==> config.mk <==
export PLATFORM = sky130hd
export DESIGN_NAME = sub_serial_32_bit_flat
export DESIGN_NICKNAME = d
export VERILOG_FILES = /design/src/rtl/alu_pkg.sv /design/src/rtl/sub_serial_32_bit_if.sv /design/src/rtl/sub_serial_32_bit_slice.sv /design/src/rtl/sub_serial_32_bit.sv /design/src/flat_wrapper.sv
export SDC_FILE = /design/constraint.sdc
export NUM_CORES = 1
export LEC_CHECK = 0
export BUFFER_PORTS_ARGS = -buffer_cell sky130_fd_sc_hd__buf_4
export CELL_PAD_IN_SITES_DETAIL_PLACEMENT = 0
export CELL_PAD_IN_SITES_GLOBAL_PLACEMENT = 1
export CORE_MARGIN = 2
export CORE_UTILIZATION = 39
export CTS_BUF_LIST = sky130_fd_sc_hd__clkbuf_8
export DETAILED_ROUTE_END_ITERATION = 10
export GPL_TIMING_DRIVEN = 0
export PLACE_DENSITY = 0.81
export SYNTH_ARGS = -nofsm -noshare
export SYNTH_HDL_FRONTEND = slang
export SYNTH_HIERARCHICAL = 1
export SYNTH_SLANG_ARGS = --single-unit
export TNS_END_PERCENT = 1
==> constraint.sdc <==
create_clock -name clk -period 3.9 [get_ports clk]
set_input_delay 0.39 -clock clk [delete_from_list [all_inputs] [get_ports clk]]
set_output_delay 0.39 -clock clk [all_outputs]
set_load 0.005 [all_outputs]
==> src/rtl/alu_pkg.sv <==
// Shared ALU definitions for the serial subtract path.
//   - FSM state encoding (IDLE/RUN/DONE)
//   - default operand width and slice width, slice-count derivation
//   - op encoding for the optional add mode (SUB_SERIAL_ADD_MODE_EN)
package alu_pkg;

  typedef logic [1:0] state_t;

  localparam state_t IDLE = 2'd0;
  localparam state_t RUN  = 2'd1;
  localparam state_t DONE = 2'd2;

  localparam int DEF_WIDTH   = 32;
  localparam int DEF_SLICE_W = 8;

  localparam logic OP_SUB = 1'b0;
  localparam logic OP_ADD = 1'b1;

  // WIDTH is expected to be an integer multiple of SLICE_W.
  function automatic int nslice(input int width, input int slice_w);
    return width / slice_w;
  endfunction

  localparam int DEF_NSLICE = DEF_WIDTH / DEF_SLICE_W;

endpackage

==> src/rtl/sub_serial_32_bit_if.sv <==
// Operand/result handshake bundle for sub_serial_32_bit.
//   in_valid/in_ready + a, b, bin (+ op with SUB_SERIAL_ADD_MODE_EN): operand side
//   out_valid/out_ready + diff, bout, ovf, zero:                     result side
// master = producer/consumer around the block, slave = the block itself.
interface sub_serial_32_bit_if #(parameter int WIDTH = 32);
  logic             in_valid;
  logic             in_ready;
  logic [WIDTH-1:0] a;
  logic [WIDTH-1:0] b;
  logic             bin;
`ifdef SUB_SERIAL_ADD_MODE_EN
  logic             op;
`endif
  logic             out_valid;
  logic             out_ready;
  logic [WIDTH-1:0] diff;
  logic             bout;
  logic             ovf;
  logic             zero;

`ifdef SUB_SERIAL_ADD_MODE_EN
  modport master (output in_valid, a, b, bin, op, out_ready,
                  input  in_ready, out_valid, diff, bout, ovf, zero);
  modport slave  (input  in_valid, a, b, bin, op, out_ready,
                  output in_ready, out_valid, diff, bout, ovf, zero);
`else
  modport master (output in_valid, a, b, bin, out_ready,
                  input  in_ready, out_valid, diff, bout, ovf, zero);
  modport slave  (input  in_valid, a, b, bin, out_ready,
                  output in_ready, out_valid, diff, bout, ovf, zero);
`endif
endinterface

==> src/rtl/sub_serial_32_bit_slice.sv <==
// slice_addsub: combinational W-bit adder slice.
//   x, y_in : addends (caller pre-inverts y for subtraction)
//   cin     : carry in
//   sum     : x + y_in + cin (low W bits)
//   cout    : carry out of the slice
module slice_addsub #(
  parameter int W = 8
) (
  input  logic [W-1:0] x,
  input  logic [W-1:0] y_in,
  input  logic         cin,
  output logic [W-1:0] sum,
  output logic         cout
);
  assign {cout, sum} = {1'b0, x} + {1'b0, y_in} + {{W{1'b0}}, cin};
endmodule

==> src/rtl/sub_serial_32_bit.sv <==
// sub_serial_32_bit: multi-cycle two's-complement subtractor.
// Computes diff = a - b - bin one SLICE_W-bit slice per clock, LS slice first,
// carrying the inter-slice carry in a register (carry form: borrow = ~carry).
//   clk, rst_n : clock, asynchronous active-low reset
//   bus        : sub_serial_32_bit_if.slave (operand and result handshakes)
// Optional: define SUB_SERIAL_ADD_MODE_EN to add an op input (1 = add, 0 = sub).
module sub_serial_32_bit
  import alu_pkg::*;
#(
  parameter int WIDTH   = DEF_WIDTH,
  parameter int SLICE_W = DEF_SLICE_W
) (
  input  logic                clk,
  input  logic                rst_n,
  sub_serial_32_bit_if.slave  bus
);
  localparam int NSLICE = nslice(WIDTH, SLICE_W);
  localparam int CW     = (NSLICE > 1) ? $clog2(NSLICE) : 1;
  localparam logic [CW-1:0] LAST = CW'(NSLICE - 1);
  localparam int MSB    = WIDTH - 1;

  state_t            state_q, state_d;
  logic [CW-1:0]     cnt_q;
  logic [WIDTH-1:0]  a_q, b_q, diff_q, diff_nx;
  logic              c_q, bout_q, ovf_q, zero_q;
  logic              op_q, op_in, sub;
  logic              accept, cin0;
  int                base;
  logic [SLICE_W-1:0] x, y, sum;
  logic              cout;

  // ---- FSM: state register ----
  always_ff @(posedge clk or negedge rst_n) begin
    if (!rst_n) state_q <= IDLE;
    else        state_q <= state_d;
  end

  // ---- FSM: next state ----
  always_comb begin
    state_d = state_q;
    case (state_q)
      IDLE:    if (bus.in_valid)    state_d = RUN;
      RUN:     if (cnt_q == LAST)   state_d = DONE;
      DONE:    if (bus.out_ready)   state_d = IDLE;
      default:                      state_d = IDLE;
    endcase
  end

  // ---- FSM: outputs ----
  always_comb begin
    bus.in_ready  = (state_q == IDLE);
    bus.out_valid = (state_q == DONE);
  end

  assign accept = (state_q == IDLE) && bus.in_valid;

`ifdef SUB_SERIAL_ADD_MODE_EN
  assign op_in = bus.op;
`else
  assign op_in = OP_SUB;
`endif

  // Initial carry: subtraction feeds ~bin (a + ~b + 1 - bin), addition feeds bin.
  assign cin0 = (op_in == OP_SUB) ? ~bus.bin : bus.bin;
  assign sub  = (op_q == OP_SUB);

  always_comb begin
    base    = int'(cnt_q) * SLICE_W;
    x       = a_q[base +: SLICE_W];
    y       = sub ? ~b_q[base +: SLICE_W] : b_q[base +: SLICE_W];
    diff_nx = diff_q;
    diff_nx[base +: SLICE_W] = sum;
  end

  slice_addsub #(.W(SLICE_W)) u_slice (
    .x    (x),
    .y_in (y),
    .cin  (c_q),
    .sum  (sum),
    .cout (cout)
  );

  // ---- datapath ----
  always_ff @(posedge clk or negedge rst_n) begin
    if (!rst_n) begin
      a_q    <= '0;
      b_q    <= '0;
      op_q   <= OP_SUB;
      c_q    <= 1'b0;
      cnt_q  <= '0;
      diff_q <= '0;
      bout_q <= 1'b0;
      ovf_q  <= 1'b0;
      zero_q <= 1'b0;
    end else if (accept) begin
      a_q   <= bus.a;
      b_q   <= bus.b;
      op_q  <= op_in;
      c_q   <= cin0;
      cnt_q <= '0;
    end else if (state_q == RUN) begin
      diff_q <= diff_nx;
      c_q    <= cout;
      cnt_q  <= cnt_q + 1'b1;
      if (cnt_q == LAST) begin
        // Flags use diff_nx so the top slice written this cycle is included.
        bout_q <= sub ? ~cout : cout;
        ovf_q  <= sub ? ((a_q[MSB] != b_q[MSB]) && (diff_nx[MSB] != a_q[MSB]))
                      : ((a_q[MSB] == b_q[MSB]) && (diff_nx[MSB] != a_q[MSB]));
        zero_q <= (diff_nx == '0);
      end
    end
  end

  assign bus.diff = diff_q;
  assign bus.bout = bout_q;
  assign bus.ovf  = ovf_q;
  assign bus.zero = zero_q;

endmodule

==> src/flat_wrapper.sv <==
// flat-port wrapper written by rule: the top's interface ports become plain ports
module sub_serial_32_bit_flat import alu_pkg::*;
#(
  parameter int WIDTH   = DEF_WIDTH,
  parameter int SLICE_W = DEF_SLICE_W
)
  (clk, rst_n, bus_in_valid, bus_a, bus_b, bus_bin, bus_out_ready, bus_in_ready, bus_out_valid, bus_diff, bus_bout, bus_ovf, bus_zero);
  sub_serial_32_bit_if #(.WIDTH(WIDTH)) bus_i ();
  input  logic clk;
  input  logic rst_n;
  input wire logic [$bits(bus_i.in_valid)-1:0] bus_in_valid;
  input wire logic [$bits(bus_i.a)-1:0] bus_a;
  input wire logic [$bits(bus_i.b)-1:0] bus_b;
  input wire logic [$bits(bus_i.bin)-1:0] bus_bin;
  input wire logic [$bits(bus_i.out_ready)-1:0] bus_out_ready;
  output wire logic [$bits(bus_i.in_ready)-1:0] bus_in_ready;
  output wire logic [$bits(bus_i.out_valid)-1:0] bus_out_valid;
  output wire logic [$bits(bus_i.diff)-1:0] bus_diff;
  output wire logic [$bits(bus_i.bout)-1:0] bus_bout;
  output wire logic [$bits(bus_i.ovf)-1:0] bus_ovf;
  output wire logic [$bits(bus_i.zero)-1:0] bus_zero;
  assign bus_i.in_valid = bus_in_valid;
  assign bus_i.a = bus_a;
  assign bus_i.b = bus_b;
  assign bus_i.bin = bus_bin;
  assign bus_i.out_ready = bus_out_ready;
  assign bus_in_ready = bus_i.in_ready;
  assign bus_out_valid = bus_i.out_valid;
  assign bus_diff = bus_i.diff;
  assign bus_bout = bus_i.bout;
  assign bus_ovf = bus_i.ovf;
  assign bus_zero = bus_i.zero;
  sub_serial_32_bit #(.WIDTH(WIDTH), .SLICE_W(SLICE_W)) u_core (.clk(clk), .rst_n(rst_n), .bus(bus_i));
endmodule
Word-level counts from Yosys, hierarchy flattened
Cells that the tools add are included.
- RAM bits: 0
- register bits after elaboration: 104
- latch bits: 0
- memories kept: 0
- logic and storage cells: 46
- ROM bits: 0
- input port bits: 69
- multiply operators: 0
- order comparisons: 0
- equality and inequality tests: 8
- divide/modulo/power cells: 0
- multiplexer cells: 9
- bitwise gates (word level): 4
- shift operators: 4
- add/sub/neg operators: 4
- reduce and logical (&&, ||, !) cells: 8
- operator list (kind ; count):
    variable part select 32 x 6 -> 8 bit ; 2
    negator 5 -> 33 bit ; 1
    variable shift 8 x 33 -> 32 bit, first input constant ; 1
    variable part select 8 x 33 -> 32 bit ; 1
    bitwise mux 32 bit ; 1
    zero test 32 bit ; 1
    2-to-1 mux 2 bit ; 5
    adder 8 x 8 -> 9 bit ; 1
    adder 9 x 1 -> 9 bit ; 1
    NOT 8 bit ; 1
    != test 2 bit, second input constant ; 3
    one-hot mux 2 bit (3 select lines) ; 1
    AND reduction 3 bit ; 2
    equality test 2 bit, second input constant ; 2
    NOT 1 bit ; 3
    adder 2 x 1 -> 2 bit, second input constant ; 1
    equality test 2 x 1 -> 1 bit, second input constant ; 1
    logical AND 1 bit ; 2
    zero test 2 bit ; 1
    2-to-1 mux 1 bit ; 2
    != test 1 bit ; 2
    AND reduction 2 bit ; 1
    nonzero test 2 bit ; 1

Longest topological paths before layout
- word-level depth: 8
- gate-level depth with buffers: 13
- depth with buffers taken out: 11

Modules after synthesis
The synthesis kept the hierarchy.
- modules (own cells, without submodules) (module ; area an instance (um^2) ; times used ; cells each):
    sub_serial_32_bit ; 4634.4 ; 1 ; 465
    slice_addsub ; 331.6 ; 1 ; 42

Worst setup path before layout
OpenSTA, ideal clock, no wires.
- path type: reg2reg
- start: register u_core.cnt_q[0]
- end: register u_core.zero_q, in the netlist u_core/bus.zero
- library setup time: 92 ps
- slack: 7 ps
- stages on the path, launching flop included: 13
- buffers on the path: 2
- arrival time: 3801 ps
- cells stage by stage: dfrtp_1 buf_2 buf_2 mux4_2 fa_1 fa_1 a21oi_1 o21bai_1 xor2_1 or4_4 o32ai_2 nand3_1 o31ai_2
- elaborated cells between the ends (all ways): 12
- classes of those cells: add/sub (3); eq/ne (1); shift (4); mux (1); bitwise (1); reduce/logical (2)
- RTL lines (element ; line ; source):
    start: declaration ; sub_serial_32_bit.sv:23 ; logic [CW-1:0] cnt_q;
    start signal: assignment ; sub_serial_32_bit.sv:104 ; cnt_q <= cnt_q + 1'b1;
    variable part select 32 x 6 -> 8 bit ; sub_serial_32_bit.sv:69 ; x = a_q[base +: SLICE_W];
    via u_core.x[0] ; sub_serial_32_bit.sv:29 ; logic [SLICE_W-1:0] x, y, sum;
    adder 8 x 8 -> 9 bit ; sub_serial_32_bit_slice.sv:15 ; assign {cout, sum} = {1'b0, x} + {1'b0, y_in} + {{W{1'b0}}, cin};
    adder 9 x 1 -> 9 bit ; sub_serial_32_bit_slice.sv:15 ;
    via u_core.sum[4] ; sub_serial_32_bit.sv:29 ;
    variable part select 8 x 33 -> 32 bit ; sub_serial_32_bit.sv:72 ; diff_nx[base +: SLICE_W] = sum;
    bitwise mux 32 bit ; sub_serial_32_bit.sv:72 ;
    zero test 32 bit ; sub_serial_32_bit.sv:110 ; zero_q <= (diff_nx == '0);
    end signal: assignment ; sub_serial_32_bit.sv:110 ;
    end: declaration ; sub_serial_32_bit.sv:25 ; logic c_q, bout_q, ovf_q, zero_q;
The timed path passes the listed nets, and every way through them passes these cells.
A chain may end at the register's enable or synchronous reset.

Worst setup path in the final report
Ends and elaborated chain as after synthesis.

==> impl_metrics.json <==
{
  "status": "finished clean",
  "fin_tns_setup_ns": 0,
  "grt_first_pass_wirelength_mm": 21.0,
  "synthArstFlopShare_pct": 100,
  "h-tree-depth": 3,
  "overflow": 0,
  "drv_slew": 0,
  "grt_util_all_layers_pct": 20.2,
  "syn-num-nets": 591,
  "nets": 710,
  "peakVddDrop_mv": 0.549,
  "diodes": 0,
  "fmax_mhz": 265,
  "drt-total-wl_mm": 13.0,
  "ys.flop_type": "dfrtp_1",
  "critPathMaxFanout": 10,
  "synth_area_leader_cell": "dfrtp_1",
  "hp-class": "in -> async",
  "cts.sinks": 104,
  "drtAntennaViolNets": 0,
  "placement.io_buffers": 105,
  "syn_inst": 507,
  "worstMarginPinSlew_ns": 0.726,
  "syn_to_final_growth_pct": 26.7,
  "fin_crit_ns": 3.77,
  "worstPathArrival_ns": 4.06,
  "p_sw_mw": 3.00,
  "drive_above_1_share_pct": 25.2,
  "grt_max_degree": 105,
  "p_seq_share_pct": 28.4,
  "p_int_mw": 3.53,
  "seq_area_frac_synth_pct": 52.4,
  "hpwl_mm": 9.51,
  "via_per_inst": 5.05,
  "finalClockSkew_ns": 0.00659,
  "num_vias": 4056,
  "hold_viol_final": 0,
  "clockBufferDepth": 2,
  "crit_path_start_kind": "flip-flop",
  "power_frac_comb_pct": 60.1,
  "avgSynthCellArea_sq_um": 9.79,
  "netlist_area_sq_um": 4970,
  "cp_data_required_time_ns": 4.19,
  "end_kind": "flip-flop",
  "synth_edf_count": 0,
  "power_switching_share_pct": 46.0,
  "gp_congestion": 0.844,
  "hold_slack_ns": 0.00806,
  "die_area_sq_um": 13700,
  "detail_route.wl_per_cell_um": 16.3,
  "clock_latency_ns": 0.37,
  "drc": 0,
  "ys_top_cells_by_count": "nand2_1, dfrtp_1, a22o_1",
  "clockRootBuffer": "clkbuf_8",
  "powerDensity_nw_per_um2": 1040,
  "fin_total_pwr_mw": 6.53,
  "dieWidth_um": 117,
  "yosysMostFrequentCell": "nand2_1",
  "setup_viol_count_final": 0,
  "max_cap_violations": 0,
  "start_util_pct": 39.7,
  "first_global_vias": 4076,
  "criticalPathCategory": "reg -> reg",
  "cts_tree": "yes",
  "drt_iter0_markers": 214,
  "dr.pass1.iters": 4,
  "pwr-share-clk_pct": 11.5,
  "core_sq_um": 12500,
  "cts_inserted_buffers": 9,
  "fin_util_pct": 50.3,
  "synth.distinct_cells": 46,
  "clkTransAtPathRegs_ns": 0.10,
  "antenna_found_initial": 0,
  "yosysWarnings": 6,
  "power_leakage_nw": 3.22,
  "fin_crit_sh_pct": 96.6,
  "ys_seq_elements": 104,
  "fp.dieH_um": 117,
  "ioPinCount": 106,
  "maxSlewHeadroom_pct": 51.2,
  "yosysTopAreaCellShare_pct": 52.4,
  "synth_area_leaders": "dfrtp_1, nand2_1, mux4_2",
  "core.rowCount": 41
}
-- worst max-delay path, cell delays in order, from the launching register on --
cell	delay, ns
dfrtp_1	0.37
buf_6	0.15
buf_4	0.21
mux4_2	0.52
ha_1	0.39
nand3_1	0.16
a21oi_2	0.21
nor4_1	0.08
a311o_2	0.46
or4_4	0.55
o32ai_2	0.21
nand3_1	0.12
o31ai_2	0.25
-- flip-flops by register name (all words and copies together) (netlist names) --
signal,count
u_core/bus.bout,1
u_core/bus.zero,1
u_core/b_q,32
u_core/bus.ovf,1
u_core/a_q,32
u_core/bus.diff,32
u_core/state_q,2
u_core/c_q,1
u_core/cnt_q,2
-- stage by stage --
step	cells	cell area (sq um)	setup slack, ns
floorplan	507	4970	0.00706
global placement	784	5970	-0.419
detailed placement	784	5970	-0.461
CTS	801	6240	0.0167
global route	803	6290	-0.0276
finish	803	6290	0.132
-- logic make-up (layout without fill, tap and decap cells) --
kind of cell	Yosys count	in the layout	synth area share [%]
AO/OA/AOI/OAI	67	67	10.5
XOR/XNOR	4	4	0.706
adder cells (fa/ha/maj)	15	15	4.08
buffers and inverters	40	164	3.25
flip-flops	104	104	52.4
multiplexers	17	17	7.46
AND/OR/NAND/NOR	260	260	21.6
-- power by group through the flow --
| stage | combinational (mW) | sequential (mW) | clock, mW |
|---|---|---|---|
| floorplan | 2.47 | 1.78 | 0 |
| global placement | 3.59 | 1.85 | 0 |
| detailed placement | 3.66 | 1.88 | 0 |
| CTS | 3.78 | 1.85 | 0.766 |
| global route | 4.31 | 1.92 | 0.813 |
| finish | 3.92 | 1.85 | 0.748 |
-- layout make-up --
type,instances,area (sq um)
sequential,104,2600
clock inverter,6,83.8
clock buffer,10,138
multi-input combinational,363,2230
tap,172,215
inverter,17,63.8
fill,1227,6220
timing repair buffer,108,835
buffer,23,128
-- cells in the final DEF (no fill, tap or decap), types with 4 or more instances in the layout --
cell,count
nor3_1,4
a21oi_1,7
dfrtp_1,104
nand2_1,211
nor2_1,14
buf_4,110
o21ai_0,6
nor2b_1,6
clkbuf_8,10
mux4_2,16
buf_1,7
clkbuf_1,8
ha_1,13
inv_1,17
a22o_1,29
nand3_1,5
nor4_1,5
-- layer usage --
metal / vias to the layer above / routed length, um / global-route usage (%)
met1: 1947 / 5830 / 27.8
li1: 1946 / - / -
met3: 20 / 717 / 2.32
met5: - / 0 / 0
met2: 143 / 6220 / 33.3
met4: 0 / 282 / 7.45
-- path summary, 6_finish.rpt --
kind / cells after the start / from / slack, ns / to
worst max-delay path: 12 / u_core/cnt_q[0]$_DFFE_PN0P_ / 0.13 / u_core/bus.zero$_DFFE_PN0P_
worst min-delay path: 2 / rst_n / 0.008 / u_core/bus.diff[11]$_DFFE_PN0P_
worst max register to register: 12 / u_core/cnt_q[0]$_DFFE_PN0P_ / 0.13 / u_core/bus.zero$_DFFE_PN0P_
worst min register to register: 2 / u_core/a_q[25]$_DFFE_PN0P_ / 0.48 / u_core/a_q[25]$_DFFE_PN0P_
max in group asynchronous: 2 / rst_n / 3.43 / u_core/bus.ovf$_DFFE_PN0P_
min in group clk: 3 / bus_b[12] / 0.20 / u_core/b_q[12]$_DFFE_PN0P_
-- timing repair --
action	CTS	global route
resized for setup	11	7
endpoints found under the setup margin	1	2
hold buffers	0	0
setup buffers	1	1
gates cloned	0	0
Note: power is estimated with default switching activity, not from simulation.
